<file path="src/rtl/mult_serial_host.sv">
// mult_serial_host
//   Host side of a bit-serial multiplier link. Accepts a 16x16 operand pair,
//   pulses dev_rst_o to resynchronise the target, shifts both operands out
//   LSB first, waits TURN_CYC idle cycles, then captures the 32-bit product
//   two bits per cycle (low half on out_1_i, high half on out_2_i) and holds
//   it under a valid/ready handshake.
//
// Ports
//   wb_clk_i, wb_rst_i    clock, synchronous active-high reset
//   in_valid/in_ready     operand handshake; in_a multiplicand, in_b multiplier
//   dev_rst_o             one-cycle target counter resync pulse
//   a_pad_o, b_pad_o      serial operand bits, LSB first
//   out_1_i, out_2_i      serial product bits (low half, high half)
//   res_valid/res_ready   result handshake; res_p reassembled product
//   busy                  high whenever not IDLE
module mult_serial_host #(
  parameter int OP_W     = 16,
  parameter int TURN_CYC = 1
) (
  input  logic              wb_clk_i,
  input  logic              wb_rst_i,
  input  logic              in_valid,
  output logic              in_ready,
  input  logic [OP_W-1:0]   in_a,
  input  logic [OP_W-1:0]   in_b,
  output logic              dev_rst_o,
  output logic              a_pad_o,
  output logic              b_pad_o,
  input  logic              out_1_i,
  input  logic              out_2_i,
  output logic              res_valid,
  input  logic              res_ready,
  output logic [2*OP_W-1:0] res_p,
  output logic              busy
);

  typedef enum logic [2:0] {
    IDLE,
    DRST,
    LOAD,
    TURN,
    CAPT,
    DONE
  } state_e;

  localparam logic [4:0] BIT_LAST  = 5'(OP_W - 1);
  localparam logic [4:0] TURN_LAST = (TURN_CYC > 0) ? 5'(TURN_CYC - 1) : 5'd0;

  state_e              state_q, state_d;
  logic [4:0]          cnt_q, cnt_d;
  logic [OP_W-1:0]     a_q, b_q;
  logic [2*OP_W-1:0]   p_q;
  logic                accept;

  assign accept = in_valid && (state_q == IDLE);

  always_ff @(posedge wb_clk_i) begin
    if (wb_rst_i) begin
      state_q <= IDLE;
      cnt_q   <= '0;
    end else begin
      state_q <= state_d;
      cnt_q   <= cnt_d;
    end
  end

  always_comb begin
    state_d = state_q;
    cnt_d   = cnt_q;
    case (state_q)
      IDLE: begin
        if (accept) begin
          state_d = DRST;
          cnt_d   = '0;
        end
      end
      DRST: begin
        state_d = LOAD;
        cnt_d   = '0;
      end
      LOAD: begin
        if (cnt_q == BIT_LAST) begin
          cnt_d   = '0;
          state_d = (TURN_CYC == 0) ? CAPT : TURN;
        end else begin
          cnt_d = cnt_q + 5'd1;
        end
      end
      TURN: begin
        if (cnt_q == TURN_LAST) begin
          cnt_d   = '0;
          state_d = CAPT;
        end else begin
          cnt_d = cnt_q + 5'd1;
        end
      end
      CAPT: begin
        if (cnt_q == BIT_LAST) begin
          cnt_d   = '0;
          state_d = DONE;
        end else begin
          cnt_d = cnt_q + 5'd1;
        end
      end
      DONE: begin
        // Handshake only returns to IDLE; new operands wait for that cycle.
        if (res_ready) begin
          state_d = IDLE;
        end
      end
      default: begin
        state_d = IDLE;
        cnt_d   = '0;
      end
    endcase
  end

  // Operand shadow and product assembly; {1'b1, k} addresses bit OP_W+k.
  always_ff @(posedge wb_clk_i) begin
    if (wb_rst_i) begin
      a_q <= '0;
      b_q <= '0;
      p_q <= '0;
    end else if (accept) begin
      a_q <= in_a;
      b_q <= in_b;
      p_q <= '0;
    end else if (state_q == CAPT) begin
      p_q[{1'b0, cnt_q[3:0]}] <= out_1_i;
      p_q[{1'b1, cnt_q[3:0]}] <= out_2_i;
    end
  end

  always_comb begin
    in_ready  = (state_q == IDLE);
    busy      = (state_q != IDLE);
    dev_rst_o = (state_q == DRST);
    a_pad_o   = (state_q == LOAD) && a_q[cnt_q[3:0]];
    b_pad_o   = (state_q == LOAD) && b_q[cnt_q[3:0]];
    res_valid = (state_q == DONE);
    res_p     = p_q;
  end

endmodule

</file>
<file path="config.mk">
export PLATFORM = sky130hd
export DESIGN_NAME = mult_serial_host
export DESIGN_NICKNAME = d
export VERILOG_FILES = /design/src/rtl/mult_serial_host.sv
export SDC_FILE = /design/constraint.sdc
export NUM_CORES = 1
export LEC_CHECK = 0
export BUFFER_PORTS_ARGS = -buffer_cell sky130_fd_sc_hd__buf_2
export CORE_MARGIN = 2
export CORE_UTILIZATION = 50
export CTS_BUF_LIST = sky130_fd_sc_hd__clkbuf_8
export CTS_CLUSTER_DIAMETER = 60
export DETAILED_ROUTE_END_ITERATION = 6
export MAX_ROUTING_LAYER = met4
export PLACE_DENSITY = 0.85
export SYNTH_ARGS = -nofsm -noshare
export SYNTH_HDL_FRONTEND = slang
export SYNTH_SLANG_ARGS = --single-unit
</file>
<file path="constraint.sdc">
create_clock -name wb_clk_i -period 2.85 [get_ports wb_clk_i]
set_input_delay 0.285 -clock wb_clk_i [delete_from_list [all_inputs] [get_ports wb_clk_i]]
set_output_delay 0.285 -clock wb_clk_i [all_outputs]
set_load 0.05 [all_outputs]
</file>
==> impl_metrics.py <==
metrics = {
    "setup_path": {
        "critPathLaunchType": "flip-flop",
        "worstPathMaxFanout": 13,
        "endpoint_kind": "output port",
        "cp.arrival_ps": 2430,
        "regToRegSetupSlack_ps": 640,
        "worstSetupPathType": "reg2out",
        "r2r_cells": 6,
        "cp.required_ps": 2570,
    },
    "power_and_ir_drop": {
        "power.internal_w": 0.00173,
        "power_switching_w": 0.000666,
        "p_seq_share_pct": 46.7,
        "power.density_nw_per_um2": 612,
        "p_total_w": 0.00239,
        "p_leak_nw": 1.59,
        "pwr-share-comb_pct": 16.2,
        "power_frac_clock_pct": 37.0,
        "swShare_pct": 27.8,
        "ir_drop_uv": 435,
    },
    "global_route": {
        "grt_max_degree": 42,
        "grt_pass1_wl_mm": 12.3,
        "antenna_found_initial": 0,
        "grt-ovfl-total": 0,
        "track_usage_pct": 21.2,
        "grt_pass1_vias": 2694,
    },
    "detailed_routing": {
        "highest_layer": "met4",
        "met2_length_mm": 3.42,
        "antenna_left": 0,
        "vias": 2957,
        "wl_met3_um": 407,
        "m1WireLength_mm": 3.26,
        "first_pass_iters": 4,
        "via_per_inst": 5.46,
        "drc": 0,
        "wire_per_inst_um": 13.2,
        "routed_wl_mm": 7.17,
        "drt_iter0_markers": 160,
    },
    "logic_synthesis": {
        "synthFlopType": "dfxtp_1",
        "syn_nets": 447,
        "syn_area_um2": 3320,
        "synthesis.instances": 403,
        "ys_seq_area_share_pct": 43.4,
        "yosys_warnings": 0,
        "ys_ff_latch": 72,
        "async_reset_ff_share_pct": 0,
        "synth_area_per_cell_um2": 8.24,
        "synth.distinct_cells": 41,
        "synth_edf_count": 0,
    },
    "die": {
        "core_area_um2": 6390,
        "rows": 29,
        "start_util_pct": 52.0,
        "dieArea_um2": 7310,
        "ioPinCount": 76,
        "dieWidth_um": 85.5,
        "die_h_um": 85.5,
    },
    "finish": {
        "layout_common_cells": "nand2_1, buf_2, dfxtp_1",
        "final_common_cell": "nand2_1",
        "fin_cells": 542,
        "area_delta_synth_final_pct": 17.7,
        "final_area_um2": 3910,
        "n_fill_cell": 576,
        "n_antenna_cell": 0,
        "finalNetCount": 504,
        "drive_gt1_share_pct": 23.4,
    },
    "sta": {
        "hold_viol": 0,
        "max_slew.worst_pin.slew_ps": 830,
        "setup_viol": 0,
        "period_share_pct": 95.3,
        "max_freq_mhz": 368,
        "relSlewSlack_pct": 44.6,
        "setup_tns_ps": 0,
        "slew_viol_final": 0,
        "rsz0062_at_grt": "false",
        "min_period_ps": 2720,
        "clock_skew_ps": 7.19,
        "fin_hold_ws_ps": 181,
    },
    "outcome": {
        "status": "finished, final reports clean",
    },
    "placement": {
        "hpwlAfterDp_mm": 5.00,
        "placed_area_um2": 3690,
        "dp_cells": 526,
        "io_buffer_count": 75,
        "routabilityCongestion": 0.801,
    },
    "clocking": {
        "tritoncts": "yes",
        "clkTransAtPathRegs_ps": 70,
        "clock_sinks": 72,
        "root_buffer": "clkbuf_8",
        "clock_path_buffers": 2,
        "ctsHoldBuffers": 0,
        "post-cts-setup-buffers": 0,
        "cts_resized": 0,
        "numCtsBuffers": 9,
        "clkLatencyLatePin_ps": 340,
        "cts-htree-levels": 3,
    },
    "run": {
        "drv_cap": 0,
    },
    "hold_path": {
        "hold_path_class": "in2reg",
        "whs_path_depth": 3,
    },
}
cell usage after synthesis (5+ instances only):
cell type  number  area (µm²)
buf_2          12        60.1
nor2b_1         6        37.5
nor3_1          5        25.0
ha_1            6        75.1
nand3_1        27         135
mux2i_1         9        90.1
a21oi_1        62         310
dfxtp_1        72        1440
o21ai_0         5        25.0
nor2_1         15        56.3
mux4_1          5         131
clkbuf_1       20        75.1
nand2_1       105         394
power by group through the flow:
| stage | combinational (W) | clock, W | sequential, W |
|---|---|---|---|
| global placement | 0.000379 | 0 | 0.00114 |
| global route | 0.000432 | 0.000942 | 0.00113 |
| finish | 0.000389 | 0.000885 | 0.00112 |
| CTS | 0.000391 | 0.000898 | 0.00112 |
| floorplan | 0.000333 | 0 | 0.00111 |
| detailed placement | 0.000389 | 0 | 0.00114 |
cell type report:
type / count / area, µm² / share of cell area (%)
clock buffer: 10 / 138 / 3.52
clock inverter: 6 / 83.8 / 2.15
inverter: 4 / 15.0 / 0.384
multi-input combinational: 289 / 1690 / 43.3
sequential: 72 / 1440 / 36.9
tap: 77 / 96.3 / 2.47
timing repair buffer: 84 / 443 / 11.3
stage by stage:
stage | setup slack (ps) | util, %
after floorplan | 442 | -
after global placement | 521 | 57.7
after detailed placement | 484 | 57.7
after CTS | 107 | 61.2
after global routing | 5.76 | 61.2
final | 134 | 61.2
flip-flops by register name, summed over array words and instances, names as in the netlist:
register,cells
res_p,32
a_q,16
b_q,16
cnt_q,5
state_q,3
path summary, 6_finish.rpt:
check | from | end
min | in_b[12] | b_q[12]
max | cnt_q[0] | a_pad_o
min reg2reg | b_q[5] | b_q[5]
max reg2reg | cnt_q[0] | cnt_q[2]
critical path, cell delays in order, from the launching register on:
cell,delay (ps)
dfxtp_1,670
mux4_1,630
mux4_2,460
nor2b_4,130
buf_2,200
kinds of logic (layout without fill, tap and decap cells):
logic type,count (synthesis),in the layout,share of synthesized area [%]
and+or+nand+nor,182,182,25.5
AOI/OAI and AO/OA,82,82,13.5
DFF,72,72,43.4
buffers and inverters,42,104,5.65
muxes,19,19,9.73
adders and majority gates,6,6,2.26
layer usage:
metal  vias up  GRT usage [%]
met2        98           34.3
met5         -              -
met1      1360           27.2
met3        10           3.70
met4         0           6.64
li1       1489              -
Power figures use the tool's default switching activity.
